**src/rtl/wall_scroller.sv**
```systemverilog
`default_nettype none
// ==== wall_scroller : per-frame erase/move/redraw of NUM_WALLS walls over a plot/plot_ready pixel stream ====
// ==== Rev 1.0 -- optional speed ramp with score under WALL_SPEEDUP_EN                                      ====
module wall_scroller #(
   parameter int         NUM_WALLS    = 2,
   parameter int         X_W          = 8,
   parameter int         Y_W          = 7,
   parameter int         SCREEN_W     = 160,
   parameter int         SCREEN_H     = 120,
   parameter int         WALL_X_START = 100,
   parameter int         WALL_SPACING = 80,
   parameter int         WALL_WIDTH   = 10,
   parameter int         GAP_H        = 40,
   parameter int         GAP_RESET    = 40,
   parameter int         SPEED        = 4,
   parameter int         PLAYER_X     = 20,
   parameter logic [2:0] WALL_COLOUR  = 3'b100,
   parameter logic [2:0] BG_COLOUR    = 3'b111
) (
   input  logic                       clk,
   input  logic                       reset,
   input  logic                       frame_tick,
   input  logic                       plot_ready,
   output logic                       plot,
   output logic [X_W-1:0]             x_out,
   output logic [Y_W-1:0]             y_out,
   output logic [2:0]                 colour_out,
   output logic                       busy,
   output logic [7:0]                 score_out,
   output logic [NUM_WALLS*X_W-1:0]   wall_x_flat,
   output logic [NUM_WALLS*Y_W-1:0]   gap_y_flat
);
   localparam int c_IW      = (NUM_WALLS > 1) ? $clog2(NUM_WALLS) : 1;
   localparam int c_CXW     = $clog2(WALL_WIDTH + 1);
   localparam int c_GAP_LIM = SCREEN_H - GAP_H;

   typedef enum logic [2:0] {
      S_IDLE  = 3'd0,
      S_ERASE = 3'd1,
      S_MOVE  = 3'd2,
      S_DRAW  = 3'd3,
      S_DONE  = 3'd4
   } state_t;

   state_t           r_state;
   logic [c_IW-1:0]  r_idx;
   logic [c_CXW-1:0] r_cx;
   logic [Y_W-1:0]   r_cy;
   logic             r_last;
   logic [X_W-1:0]   r_wx [NUM_WALLS];
   logic [Y_W-1:0]   r_gy [NUM_WALLS];
   logic [7:0]       r_score;
   logic [7:0]       r_lfsr;
   logic             r_plot;
   logic [X_W-1:0]   r_x;
   logic [Y_W-1:0]   r_y;
   logic [2:0]       r_colour;
   logic             r_busy;

   logic [X_W-1:0]   w_wx;
   logic [Y_W-1:0]   w_gy;
   logic [X_W:0]     w_px;
   logic [Y_W:0]     w_cy_ext;
   logic [Y_W:0]     w_gy_ext;
   logic             w_in_gap;
   logic             w_visible;
   logic             w_pix_last;
   logic             w_free;
   logic [X_W-1:0]   w_speed;
   logic             w_can;
   logic [X_W-1:0]   w_new_x;
   logic [X_W:0]     w_old_end;
   logic [X_W:0]     w_new_end;
   logic             w_score_hit;
   logic             w_score_inc;
   logic [7:0]       w_rnd;
   logic [7:0]       w_gap_sub;
   logic             w_fb;

   assign w_wx       = r_wx[r_idx];
   assign w_gy       = r_gy[r_idx];
   assign w_px       = {1'b0, w_wx} + (X_W+1)'(r_cx);
   assign w_cy_ext   = {1'b0, r_cy};
   assign w_gy_ext   = {1'b0, w_gy};
   assign w_in_gap   = (w_cy_ext >= w_gy_ext) && (w_cy_ext < w_gy_ext + (Y_W+1)'(GAP_H));
   assign w_visible  = (w_px < (X_W+1)'(SCREEN_W)) && !((r_state == S_DRAW) && w_in_gap);
   assign w_pix_last = (r_cx == c_CXW'(WALL_WIDTH - 1)) && (r_cy == Y_W'(SCREEN_H - 1));
   // The scan may step whenever no pixel is pending or the pending one is being accepted.
   assign w_free     = !r_plot || plot_ready;

   assign w_can       = (w_wx >= w_speed);
   assign w_new_x     = w_can ? (w_wx - w_speed) : X_W'(SCREEN_W);
   assign w_old_end   = {1'b0, w_wx} + (X_W+1)'(WALL_WIDTH);
   assign w_new_end   = {1'b0, w_new_x} + (X_W+1)'(WALL_WIDTH);
   assign w_score_hit = (w_old_end > (X_W+1)'(PLAYER_X)) && (w_new_end <= (X_W+1)'(PLAYER_X));
   assign w_score_inc = (r_state == S_MOVE) && w_score_hit && (r_score != 8'hFF);
   assign w_rnd       = {1'b0, r_lfsr[6:0]};
   assign w_gap_sub   = (w_rnd >= 8'(c_GAP_LIM)) ? (w_rnd - 8'(c_GAP_LIM)) : w_rnd;
   assign w_fb        = r_lfsr[7] ^ r_lfsr[5] ^ r_lfsr[4] ^ r_lfsr[3];

`ifdef WALL_SPEEDUP_EN
   logic [X_W-1:0] r_speed;
   logic [X_W-1:0] r_speed_nxt;

   // r_speed_nxt tracks the ramp; r_speed only picks it up at the start of a pass.
   always_ff @(posedge clk or posedge reset) begin
      if (reset) begin
         r_speed     <= X_W'(SPEED);
         r_speed_nxt <= X_W'(SPEED);
      end else begin
         if (w_score_inc && (r_score[2:0] == 3'd7) && (r_speed_nxt < X_W'(2 * SPEED)))
            r_speed_nxt <= r_speed_nxt + 1'b1;
         if ((r_state == S_IDLE) && frame_tick)
            r_speed <= r_speed_nxt;
      end
   end
   assign w_speed = r_speed;
`else
   assign w_speed = X_W'(SPEED);
`endif

   always_ff @(posedge clk or posedge reset) begin
      if (reset) begin
         r_state  <= S_IDLE;
         r_idx    <= '0;
         r_cx     <= '0;
         r_cy     <= '0;
         r_last   <= 1'b0;
         r_score  <= 8'd0;
         r_lfsr   <= 8'hA5;
         r_plot   <= 1'b0;
         r_x      <= '0;
         r_y      <= '0;
         r_colour <= 3'd0;
         r_busy   <= 1'b0;
         for (int i = 0; i < NUM_WALLS; i++) begin
            r_wx[i] <= X_W'(WALL_X_START + i * WALL_SPACING);
            r_gy[i] <= Y_W'(GAP_RESET);
         end
      end else begin
         r_lfsr <= {r_lfsr[6:0], w_fb};
         case (r_state)
            S_IDLE: begin
               if (frame_tick) begin
                  r_idx   <= '0;
                  r_cx    <= '0;
                  r_cy    <= '0;
                  r_last  <= 1'b0;
                  r_busy  <= 1'b1;
                  r_state <= S_ERASE;
               end
            end
            S_ERASE, S_DRAW: begin
               if (w_free) begin
                  if (r_last) begin
                     r_plot <= 1'b0;
                     r_cx   <= '0;
                     r_cy   <= '0;
                     r_last <= 1'b0;
                     if (r_state == S_ERASE)
                        r_state <= S_MOVE;
                     else if (r_idx == c_IW'(NUM_WALLS - 1))
                        r_state <= S_DONE;
                     else begin
                        r_idx   <= r_idx + 1'b1;
                        r_state <= S_ERASE;
                     end
                  end else begin
                     r_plot   <= w_visible;
                     r_x      <= w_px[X_W-1:0];
                     r_y      <= r_cy;
                     r_colour <= (r_state == S_DRAW) ? WALL_COLOUR : BG_COLOUR;
                     if (w_pix_last)
                        r_last <= 1'b1;
                     else if (r_cx == c_CXW'(WALL_WIDTH - 1)) begin
                        r_cx <= '0;
                        r_cy <= r_cy + 1'b1;
                     end else
                        r_cx <= r_cx + 1'b1;
                  end
               end
            end
            S_MOVE: begin
               r_wx[r_idx] <= w_new_x;
               if (!w_can)
                  r_gy[r_idx] <= Y_W'(w_gap_sub);
               if (w_score_inc)
                  r_score <= r_score + 1'b1;
               r_state <= S_DRAW;
            end
            S_DONE: begin
               r_busy  <= 1'b0;
               r_state <= S_IDLE;
            end
            default: r_state <= S_IDLE;
         endcase
      end
   end

   for (genvar g = 0; g < NUM_WALLS; g++) begin : g_flat
      assign wall_x_flat[g*X_W +: X_W] = r_wx[g];
      assign gap_y_flat[g*Y_W +: Y_W]  = r_gy[g];
   end

   assign plot       = r_plot;
   assign x_out      = r_x;
   assign y_out      = r_y;
   assign colour_out = r_colour;
   assign busy       = r_busy;
   assign score_out  = r_score;
endmodule
`default_nettype wire

```
**config.mk**
```make
export PLATFORM = sky130hd
export DESIGN_NAME = wall_scroller
export DESIGN_NICKNAME = d
export VERILOG_FILES = /design/src/rtl/wall_scroller.sv
export SDC_FILE = /design/constraint.sdc
export NUM_CORES = 1
export LEC_CHECK = 0
export BUFFER_PORTS_ARGS = -buffer_cell sky130_fd_sc_hd__buf_2
export CAP_MARGIN = 30
export CORE_MARGIN = 2
export CORE_UTILIZATION = 58
export CTS_CLUSTER_DIAMETER = 50
export DETAILED_ROUTE_END_ITERATION = 8
export GPL_TIMING_DRIVEN = 0
export PLACE_DENSITY = 0.84
export REMOVE_ABC_BUFFERS = 1
export SYNTH_ARGS = -nofsm -noshare
export SYNTH_HDL_FRONTEND = slang
export SYNTH_SLANG_ARGS = --single-unit
```
**constraint.sdc**
```tcl
create_clock -name clk -period 3.8 [get_ports clk]
set_clock_uncertainty 0.2 [all_clocks]
set_input_delay 0.19 -clock clk [delete_from_list [all_inputs] [get_ports clk]]
set_output_delay 0.19 -clock clk [all_outputs]
set_load 0.1 [all_outputs]
```
==> reports/results.txt, run 1 <==
For the minimum setup slack after placement, the log shows -0.4758 ns. The number of nets in the final layout was 541. The run gives 0 as the total number of yosys warnings. The post-synthesis register bit count is 81.

The top cell types in the final layout, fill and taps aside, are 65 x dfrtp_1, 61 x buf_2, 52 x nand2_1. The async set-reset flop share out of synthesis is 1.000. The first global-routing pass estimated 16260 um of wire. The clock buffer count from CTS is 9, and the part of the total power dissipated in sequential elements is 0.594.

For this run, the top clock speed supported by timing is 271.3 MHz. For the top-level I/O count, the log shows 62. The number of buffers and inverters on the critical path is 3. The run gives 0.3224 as the relative slew slack. Along the worst path, the maximum fanout reaches 8.

The top cell family by delay on the critical path is compound AO/OA/AOI/OAI gates. The share of total power consumed by net switching came out at 0.2259. The signal on the critical path passes through mux2i_4 -> inv_2 -> ha_1 -> o211a_1 -> or2_4 -> nand2_1 -> inv_1 -> ha_1 -> inv_2 -> o2111ai_1 -> o2bb2ai_2 -> a221oi_2 -> o2111ai_4 -> mux2_2.

After floorplanning, the core was divided into 32 placement rows. The starting utilization of the core area was 0.5952; the count of routing violations after the opening detailed-route iteration was 276. After synthesis, the netlist uses 62 different library cells. The number of nets still failing antenna checks after routing came out at 0. The run gives 0 as the final number of setup-violating endpoints. The logs give 7647 um2 for the standard cell core area and 0 for the number of hold-slack violations in the final timing report.

Clock-pin slew was measured on the worst setup and hold paths at 0.09 ns. At the worst endpoint, the arrival time is 3.73 ns. The net switching power of the design is 328.2 uW.

The logs give 3555 for the via total after detailed routing and 0 for the count of max-cap constraint violations. Compared with the post-synthesis result, the final layout area differs by 15.64%. The power per cell area is 275.9 nW/um2.

The run gives 0 as the number of diodes. The fraction of layout cells with a size suffix above 1 was 0.2802. For the worst slack on hold paths, the log shows 0.1481 ns. For the worst-skew pair, the clock arrives at the later sink with an insertion delay of 0.36 ns.

The run gives 9770 um as the final routed wirelength across all metal layers. The logs give 81 for the number of sinks on the clock net and 0.4494 for the register area share after synthesis. The run finished with clean final reports.

The height of the die is 92.59 um. For this design, the slowest cell found on the critical path is dfrtp_4. The via count normalized by instance count is 5.771.

The H-tree was split into 3 levels. The overall global routing resource usage was 0.2406; the number of buffers inserted by port buffering was 61. In this run, synthesis inferred 0 flip-flops with an integrated enable.

For the number of remaining DRC errors, the log shows 0. For this run, the leading register cell type out of synthesis is dfrtp_1. The cell count after synthesis came out at 440. The internal power of the cells totals 1124 uW. In this run the static leakage power is 0.002556 uW.

The final weighted congestion of routability-driven global placement came out at 0.8541. The critical path class was reg -> reg. TritonCTS built the clock tree. The final worst-path cycle share was 0.9700; the first-pass detailed-route iteration total was 4. The path class of the tightest hold or removal check is in -> async.

After detailed routing, the average wire length per cell comes to 15.86 um. The post-layout worst setup margin was 0.1140 ns; the remaining global-route overflow was 0. Counting along the longest clock path gives a buffer depth of 2.

Data on the critical path is required at its endpoint by 3.84 ns. The combinational power share came out at 0.017. For this run, the slowest stage of the critical path takes 0.55 ns. Detailed placement finished with a half-perimeter wire length of 7007 um. Shortest period the worst path allows: 3.686 ns. For the pin with the worst max-slew slack, the measured transition is 1.014 ns. The commonest non-fill, non-tap cell in the layout was dfrtp_1. The worst-case IR drop observed on VDD is 0.2344 mV.

The number of global-route vias before repair is 3460. The tools report the largest net degree at the start of global routing as 58. Kind of launch point of the worst setup path: a flip-flop.

The logs give 0 for the final max-slew violation count and 0 ns for the final setup TNS. The floorplan step defined a die boundary enclosing 8573 um2. Dividing the synthesized area by the synthesized cell count gives 10.35 um2. The kind of capture point of the worst setup path is a flip-flop. The initial antenna violation count was 0.

The filler cell count in the final layout was 598; the part of the total power dissipated in the clock network was 0.390. Clock tree synthesis selected as its root buffer the cell clkbuf_8. The post-synthesis cell area was 4552 um2; the width of the die was 92.59 um.
==> power by group through the flow <==
| stage | Clock, uW | Sequential (uW) | Combinational (uW) |
|---|---|---|---|
| 2_1_floorplan | 0 | 878 | 12.9 |
| 3_3_place_gp | 0 | 879 | 18.6 |
| 3_5_place_dp | 0 | 878 | 23.6 |
| 4_1_cts | 577 | 862 | 26.0 |
| 5_1_grt | 612 | 862 | 29.0 |
| 6_report | 566 | 862 | 24.6 |
==> kinds of logic after synthesis <==
kind of cell,count (synthesis),share of synthesized area
AND/OR/NAND/NOR,132,0.1498
AO/OA/AOI/OAI,96,0.1385
flip-flops,81,0.4494
multiplexers,40,0.09978
buffers and inverters,38,0.03573
adder cells (fa/ha/maj),28,0.07861
XOR/XNOR,25,0.04810
==> routing by layer <==
| layer | vias to the layer above | global-route usage | share of wire | wire length [um] |
|---|---|---|---|---|
| met1 | 1735 | 0.3310 | 0.45 | 4373 |
| li1 | 1697 | - | - | - |
| met4 | 0 | 0.09826 | 0.022 | 216 |
| met5 | - | 0 | 0 | 0 |
| met2 | 104 | 0.3777 | 0.48 | 4690 |
| met3 | 19 | 0.04475 | 0.050 | 490 |
==> stage by stage <==
step | instance area [um2] | util | power, uW | cells
3_3_place_gp | 4916 | 0.6428 | 897.1 | 590
3_5_place_dp | 4974 | 0.6504 | 902.1 | 592
5_1_grt | 5264 | 0.6883 | 1503 | 616
2_1_floorplan | 4483 | - | 891.4 | 427
4_1_cts | 5220 | 0.6826 | 1465 | 614
6_report | 5264 | 0.6883 | 1452 | 616
==> synth_stat cells (3+ instances only) <==
cell type / number / area share
a21o_1: 4 / 0.0066
a21oi_1: 17 / 0.019
and2_1: 3 / 0.0041
clkbuf_1: 8 / 0.0066
dfrtp_1: 66 / 0.36
dfstp_2: 15 / 0.087
ha_1: 27 / 0.074
inv_1: 25 / 0.021
mux2_2: 23 / 0.057
mux2i_1: 15 / 0.033
nand2_1: 52 / 0.043
nand2b_1: 6 / 0.0082
nand3_1: 8 / 0.0088
nand4_1: 4 / 0.0055
nor2_1: 24 / 0.020
nor2b_1: 5 / 0.0069
nor3_1: 5 / 0.0055
nor3b_1: 4 / 0.0066
o211ai_1: 3 / 0.0049
o21ai_0: 40 / 0.044
o31ai_1: 8 / 0.013
xnor2_1: 12 / 0.023
xor2_1: 13 / 0.025
==> worst register-to-register path, delay by kind of cell, from the launching register on <==
kind | cells | cell delay [ns]
buffers and inverters | 3 | 0.26
adders and majority gates | 2 | 0.45
and+or+nand+nor | 2 | 0.43
DFF | 1 | 0.55
muxes | 2 | 0.74
AOI/OAI and AO/OA | 5 | 0.93
==> sequential cells by signal, indices dropped and copies added, names as in the netlist, 2 cells and up <==
signal / cells
wall_x_flat: 16
gap_y_flat: 14
r_lfsr: 8
score_out: 8
x_out: 8
r_cy: 7
y_out: 7
r_cx: 4
r_state: 3
colour_out: 2
==> area by class of cell <==
cell class,count,area (um2),area share
sequential,81,2049,0.3894
clock buffer,12,145.1,0.02757
timing repair buffer,71,427.9,0.08129
inverter,25,96.34,0.01830
tap,102,127.6,0.02425
multi-input combinational,321,2389,0.4538
clock inverter,4,28.78,0.005467
==> worst paths after layout <==
kind                       startpoint              end  slack, ns  cells after the start
hold reg to reg             r_lfsr[1]        r_lfsr[2]       0.22                      0
hold / removal                  reset         y_out[0]       0.15                      3
max in group asynchronous       reset  wall_x_flat[13]       2.61                      4
min in group clk            r_lfsr[1]        r_lfsr[2]       0.22                      0
setup / recovery                r_idx     score_out[1]       0.11                     14
setup reg to reg                r_idx     score_out[1]       0.11                     14
==> timing repair <==
action                     CTS  global route
hold endpoints to repair    75             0
pin swaps                    1             3
hold buffers                 3             0
setup endpoints to repair    8             8
resized for setup            5             7
buffers inserted             3             2
Power figures use the tool's default switching activity.
==> inputs of run 2 (changes only) <==
Settings changed: ABC_AREA from default to 1, BUFFER_PORTS_ARGS -buffer_cell sky130_fd_sc_hd__buf_2 to -buffer_cell sky130_fd_sc_hd__buf_4, CORE_UTILIZATION 58 to 60, PLACE_DENSITY 0.84 to 0.86.
Clock period 3.8 ns to 4.5 ns, I/O delays scaled along.
==> run 2 against run 1 <==
Effect of this change:
- global-route usage increased by 1.4 points
- synthesized area grew 7.3%
- via count grew 17%
- flip-flop and latch count did not move
- non-clock buffer count decreased by 6
- register-to-register slack better by 0.51 ns
- sequential share of layout area down 2.6 points
==> reports/results.txt, run 2 <==
The most critical setup path has its startpoint at r_idx. The biggest area contributor in the post-synthesis netlist is dfrtp_1. The post-synthesis register bit count was 81 (unchanged). The initial antenna violation count is 0 (unchanged), and the logic depth of the worst path, buffers included is 20 (+6). The tools report the filler cell count in the final layout as 597 (-0.17%).

The die area was 8876 um2 (+3.5%). The internal reg-to-reg setup slack was 0.63 ns (+0.51 ns); the final routed wirelength across all metal layers was 10560 um (+8.1%). For the register area share after synthesis, the log shows 0.4189 (-0.03051). The slew at the pin closest to its max-slew limit is 0.6939 ns (-0.3203 ns).

The final instance area is 5630 um2 (+7.0%). The tightest min-delay check is of the in -> reg type. The number of nets still failing antenna checks after routing was 0 (unchanged); the relative slew slack was 0.5374 (+0.2150). The number of diodes is 0 (unchanged). The standard cell area after detailed placement is 5433 um2 (+9.2%). The worst-path maximum fanout works out to 19 (+11). The fraction of layout cells with a size suffix above 1 was 0.2140 (-0.06619). The width of the die is 94.22 um (+1.8%). STA classifies the critical path endpoint as a flip-flop. The shortest period the worst path allows is 3.874 ns (+0.1880 ns).

The tools report the critical register-to-register path endpoint as score_out[0]. The global-route wire length before repair was 18170 um (+12%). Number of distinct library cells after synthesis: 45 (-27%).

Clock latency on the worst-skew pair: 0.35 ns (about the same). Clock edge transition at the registers on the reported setup and hold paths: 0.09 ns (about the same). The final worst-path cycle share came out at 0.8609 (-0.1091).

The final max-slew violation count came out at 0 (unchanged). The most instantiated flip-flop cell in the synthesis netlist is dfrtp_1. The run gives 5 (+1) as the first-pass detailed-route iteration total. From synthesis to final layout, the design area changed by 15.30%.

The number of remaining DRC errors is 0 (unchanged). For this design, the slowest cell found on the critical path is dfrtp_1. By area the synthesized netlist is led by dfrtp_1 34%, nand2_1 13%, dfstp_2 8.1%, ha_1 6.9%, o21ai_0 5.8%.

The run gives 4.55 ns (+0.71 ns) as the data required time at the worst endpoint. The logs give 0 (-3) for the number of setup buffers added after CTS and 0 (unchanged) for the final number of setup-violating endpoints. Critical path's largest stage delay: 0.79 ns (+0.24 ns). Standard cell core area: 7807 um2 (+2.1%).

Setup repair after global routing left no endpoint under its margin. The length in cells of the worst reg-to-reg path is 20 (+6). The flip-flop count of the largest register, all copies and words added came out at 16 (unchanged).

Grouping stages by cell kind, the critical path spends the most delay in simple AND/OR/NAND/NOR gates. The number of gates resized after cts is 0 (-5), and the post-synthesis area per instance is 8.085 um2 (-22%). The tools report the count of max-cap constraint violations as 0 (unchanged). The maximum level of the CTS H-tree is 3 (unchanged), and the via count normalized by instance count is 5.369 (-7.0%).

The via total after detailed routing is 4161 (+17%). The total number of placement rows was 32 (unchanged). The remaining global-route overflow came out at 0 (unchanged). The tools report the largest net degree at the start of global routing as 68 (+17%). TritonCTS built the clock tree.

The number of buffers and inverters on the critical path was 5 (+2). The total of hold buffers inserted after clock tree synthesis is 2 (-1), and the number of synthesized flops with an enable pin is 0 (unchanged). The overall global routing resource usage was 0.2542 (+0.01358). The critical path ends at score_out[0]. The top cell types in the final layout, fill and taps aside, are 168 x nand2_1, 70 x inv_1, 66 x dfrtp_1. The tools report the number of nets in the final layout as 700 (+29%).

The fmax came out at 258.1 MHz (-4.9%). Traced cell by cell, the critical path runs through buf_16 -> inv_4 -> nand2_1 -> nand2_2 -> inv_1 -> ha_1 -> nand3_1 -> nor2_1 -> nand3_1 -> nand2_2 -> inv_1 -> nor2_1 -> ha_1 -> inv_1 -> o21ai_0 -> nand2_1 -> nand3_2 -> nor2_8 -> nand3_1 -> nand2_1. The fraction of synthesized cell area taken by the top area cell type works out to 0.3382 (-0.02464). Sorting the synthesized cells by how often they occur yields 168 x nand2_1, 71 x inv_1, 66 x dfrtp_1.

The logs give 0.9489 (+11%) for the final weighted congestion of routability-driven global placement and 0.6255 (+0.03026) for the starting utilization of the core area. The worst-case clock buffer depth was 2 (unchanged); the number of buffers inserted by port buffering was 61 (unchanged). For the final setup TNS, the log shows 0 ns (unchanged). The placed wire-length estimate after detailed placement is 7842 um (+12%).

The flow ran to the end, and the final reports show no timing, DRC or antenna violations. The async set-reset flop share out of synthesis works out to 1.000 (unchanged). The critical path class is reg -> reg.

The logs give 4883 um2 (+7.3%) for the post-synthesis cell area and 4041 (+17%) for the number of global-route vias before repair. The tools report the data arrival time at the worst-slack endpoint as 3.93 ns (+0.20 ns). The most instantiated library cell after synthesis was nand2_1. Clock buffer count from CTS: 9 (unchanged). The number of hold-slack violations in the final timing report is 0 (unchanged), and the number of sinks on the clock net is 81 (unchanged). The buffer type at the clock tree root was clkbuf_8. The routed length per instance came out at 13.63 um (-14%). The run gives 604 (+37%) as the number of cells produced by synthesis.

The total number of yosys warnings is 0 (unchanged). The count of routing violations after the opening detailed-route iteration is 272 (-1.4%). The tools report the top-level I/O count as 62 (unchanged).

The height of the die came out at 94.22 um (+1.8%). STA classifies the critical path startpoint as a flip-flop. The library cell used most frequently in the layout, excluding fill and tap cells, is nand2_1. The start of the worst register-to-register path is r_idx.
-- run 2: layout make-up --
class,count,area (um2),area share
Tap cell,102,127.6,0.02267
Inverter,75,286.5,0.05089
Clock inverter,7,53.80,0.009556
Multi-Input combinational cell,436,2460,0.4369
Clock buffer,9,123.9,0.02200
Timing Repair Buffer,65,533.0,0.09467
Sequential cell,81,2046,0.3633
-- run 2: worst min path at each step --
stage / cells after the start / start / slack, ns / end
floorplan: 0 / r_lfsr[1] / 0.17 / r_lfsr[2]
detailed placement: 2 / reset / -0.03 / r_lfsr[6]
global route: 4 / plot_ready / 0.02 / plot
finish: 4 / plot_ready / 0.02 / plot
global placement: 0 / r_lfsr[2] / 0.19 / r_lfsr[3]
CTS: 4 / plot_ready / 0.01 / plot
-- run 2: tightest hold or removal path: cells and delay by family --
kind	cells	cell delay (ns)
AND/OR/NAND/NOR	1	0.06
buffers and inverters	2	0.17
AO/OA/AOI/OAI	1	0.08
-- run 2: cell families (layout without fill, tap and decap cells) --
| group | count (synthesis) | in the layout | share of synthesized area |
|---|---|---|---|
| muxes | 2 | 2 | 0.004100 |
| and+or+nand+nor | 296 | 296 | 0.2903 |
| xor gates and xnor gates | 16 | 16 | 0.02869 |
| buffers and inverters | 87 | 156 | 0.07738 |
| adders and majority gates | 28 | 28 | 0.07328 |
| DFF | 81 | 81 | 0.4189 |
| AOI/OAI and AO/OA | 94 | 94 | 0.1074 |
-- run 2: stage by stage --
step           hold WS (ns)  instances  worst slack [ns]    util
2_1_floorplan        0.1710        592             1.072       -
5_1_grt             0.02116        775            0.3519  0.7212
4_1_cts            0.009801        775            0.6899  0.7212
3_3_place_gp         0.1926        755            0.4806  0.6885
3_5_place_dp       -0.03074        757            0.7128  0.6958
6_report            0.01527        775            0.6260  0.7212
-- run 2: layer usage --
layer | track usage | wire length (um)
met1 | 0.3365 | 4810
met5 | 0 | 0
met4 | 0.08454 | 137
met3 | 0.04173 | 499
met2 | 0.4250 | 5117
Power of run 2 is not shown: default switching activity piles up to over one toggle a cycle in this logic, so the estimate is an artifact.
==> inputs of run 3 (changes only) <==
Settings changed: BUFFER_PORTS_ARGS -buffer_cell sky130_fd_sc_hd__buf_4 to default, DONT_BUFFER_PORTS from default to 1, PLACE_DENSITY 0.86 to 0.8.
==> run 3 against run 2 <==
Effect of this change:
- non-clock buffer count is 58 lower
- global-route usage is 0.21 points lower
- final cell count is 7.5% lower
- routed wire length is 3.2% lower
- core utilization is 4.9 points lower
==> reports/results.txt, run 3 (synthesis results as in run 2) <==
The min-delay analysis places its worst path in the category in -> async. Most common cell type on the critical path: nand2_1. The minimum setup slack after placement was 0.7864 ns (+0.07353 ns). The width of the die was 94.22 um (unchanged). The number of sinks on the clock net was 81 (unchanged); the remaining global-route overflow was 0 (unchanged). The initial antenna violation count is 0 (unchanged). The worst-path maximum fanout is 19 (unchanged), and the clock edge transition at the registers on the reported setup and hold paths is 0.08 ns (about the same).

The commonest non-fill, non-tap cell in the layout was nand2_1. For the global-route wire length before repair, the log shows 17460 um (-3.9%). The via count normalized by instance count is 5.503 (+2.5%).

The post-layout worst setup margin was 0.6573 ns (+0.03128 ns). The post-synthesis to final-layout area growth was 7.481%. The number of hold-slack violations in the final timing report is 0 (unchanged), and the sequential cell area is 2047 um2 (about the same). The count of max-cap constraint violations is 0 (unchanged), and the worst-case clock buffer depth is 2 (unchanged).

The run gives 0.6723 (-0.04888) as the share of the core filled with cells. The flip-flop count of the largest register, all copies and words added was 16 (unchanged); the routing usage on met2 was 0.4131 (-0.01190). The height of the die works out to 94.22 um (unchanged). Shortest period the worst path allows: 3.843 ns (-0.03128 ns).

Grouping stages by cell kind, the critical path spends the most delay in simple AND/OR/NAND/NOR gates. STA classifies the critical path startpoint as a flip-flop. The logs give 5 (unchanged) for the first-pass detailed-route iteration total and 8876 um2 (unchanged) for the die area. For the filler cell count in the final layout, the log shows 654 (+9.5%). The number of diodes was 0 (unchanged). The number of remaining DRC errors came out at 0 (unchanged). Busiest layer in global routing: met2. The logs give 0.06742 (+0.02568) for the routing usage on met3 and 260.2 MHz (+0.81%) for the fmax. The run gives 3946 (-5.2%) as the via total after detailed routing.

The kind of capture point of the worst setup path is a flip-flop. The critical path in this run is classified as reg -> reg. The number of buffers inserted by port buffering is 0 (-100%), and the slew at the pin closest to its max-slew limit is 1.013 ns (+0.3189 ns). The clock latency on the worst-skew pair was 0.37 ns (+0.02 ns); the starting utilization of the core area was 0.6255 (unchanged). The run gives 62 (unchanged) as the top-level I/O count. TritonCTS built the clock tree. The overall global routing resource usage is 0.2521 (-0.002065).

The total number of placement rows is 32 (unchanged), and the data required time at the worst endpoint is 4.55 ns (about the same). The standard cell core area is 7807 um2 (unchanged), and the maximum level of the CTS H-tree is 3 (unchanged). The logs give 0 (unchanged) for the number of nets still failing antenna checks after routing and 9 (unchanged) for the clock buffer count from CTS.

The tools report the number of global-route vias before repair as 3905 (-3.4%). For the final weighted congestion of routability-driven global placement, the log shows 0.9379 (-1.2%). The root buffer cell chosen for the clock tree is clkbuf_8. The library cells used most frequently in the layout, excluding fill and tap cells, are 168 x nand2_1, 70 x inv_1, 65 x dfrtp_1. The run finished with clean final reports. The tools report the data arrival time at the worst-slack endpoint as 3.89 ns (-0.04 ns). Final setup TNS: 0 ns (unchanged). Slowest cell on the critical path: dfrtp_1. Routed length per instance: 14.26 um (+4.7%). Setup repair after global routing left no endpoint under its margin. The critical path's largest stage delay works out to 0.71 ns (-0.08 ns). The tools report the final max-slew violation count as 0 (unchanged).

The final number of setup-violating endpoints is 0 (unchanged), and the count of routing violations after the opening detailed-route iteration is 189 (-31%). The number of buffers and inverters on the critical path works out to 4 (-1). The final routed wirelength across all metal layers was 10230 um (-3.2%); the placed wire-length estimate after detailed placement was 7564 um (-3.5%). The final worst-path cycle share was 0.8539 (-0.006950); the fraction of layout cells with a size suffix above 1 was 0.1398 (-0.07413). The run gives 0.3248 (-0.2126) as the relative slew slack. The footprint of the multi-input gates is 2460 um2 (unchanged).

The met1 track demand over resource came out at 0.3145 (-0.02193). The tools report the number of nets in the final layout as 642 (-8.3%). The critical path goes through buf_16 -> inv_4 -> nand2_1 -> nand2_2 -> inv_1 -> ha_1 -> nand3_1 -> nor2_1 -> nand3_1 -> nand2_2 -> inv_1 -> nor2_1 -> ha_1 -> nand2_1 -> nand2_1 -> nand2_1 -> nand2_2 -> nand3_4 -> nand2_1 -> nand2_1.

The run gives 70 (+2.9%) as the largest net degree at the start of global routing.
## run 3: cell count changes in the layout (fill, tap and decap cells not counted)
cell / before / now
buf_16: 2 / 4
buf_4: 61 / 0
dfrtp_1: 66 / 65
inv_6: 3 / 2
clkinv_4: 0 / 2
clkinvlp_4: 3 / 2
dlygate4sd3_1: 2 / 3
clkinv_2: 1 / 0
dfrtp_2: 0 / 1
clkbuf_8: 9 / 10
## run 3: cell type report
type / count / share of cell area
inverter: 75 / 0.05459
clock buffer: 10 / 0.02622
timing repair buffer: 7 / 0.02670
sequential: 81 / 0.3900
clock inverter: 6 / 0.009535
multi-input combinational: 436 / 0.4687
tap: 102 / 0.02431
## run 3: path summary, 6_finish.rpt
path / from / end / slack (ns) / cells after the start
worst min register to register: r_lfsr[2] / r_lfsr[3] / 0.20 / 0
max in group asynchronous: reset / wall_x_flat[13] / 3.47 / 3
min in group clk: r_lfsr[2] / r_lfsr[3] / 0.20 / 0
worst min-delay path: reset / r_lfsr[4] / 0.04 / 2
worst max-delay path: r_idx / score_out[6] / 0.66 / 20
worst max register to register: r_idx / score_out[6] / 0.66 / 20
## run 3: repair_timing
action,in CTS,in global routing
setup buffers,0,0
hold endpoints to repair,75,0
resized for setup,0,0
hold buffers,3,0
## run 3: through the flow
step / area, um2 / cells / hold WS [ns]
2_1_floorplan: 4790 / 592 / 0.1710
3_3_place_gp: 4917 / 694 / 0.1921
3_5_place_dp: 4976 / 696 / -0.1769
4_1_cts: 5194 / 715 / 0.02888
5_1_grt: 5249 / 717 / 0.04766
6_report: 5249 / 717 / 0.03670
## run 3: per-layer routing
metal | part of all wire | vias to the layer above
met5 | 0 | -
met4 | 0.018 | 0
met2 | 0.47 | 108
met1 | 0.45 | 1852
met3 | 0.064 | 18
li1 | - | 1968
Power of run 3 is left out for the same reason.
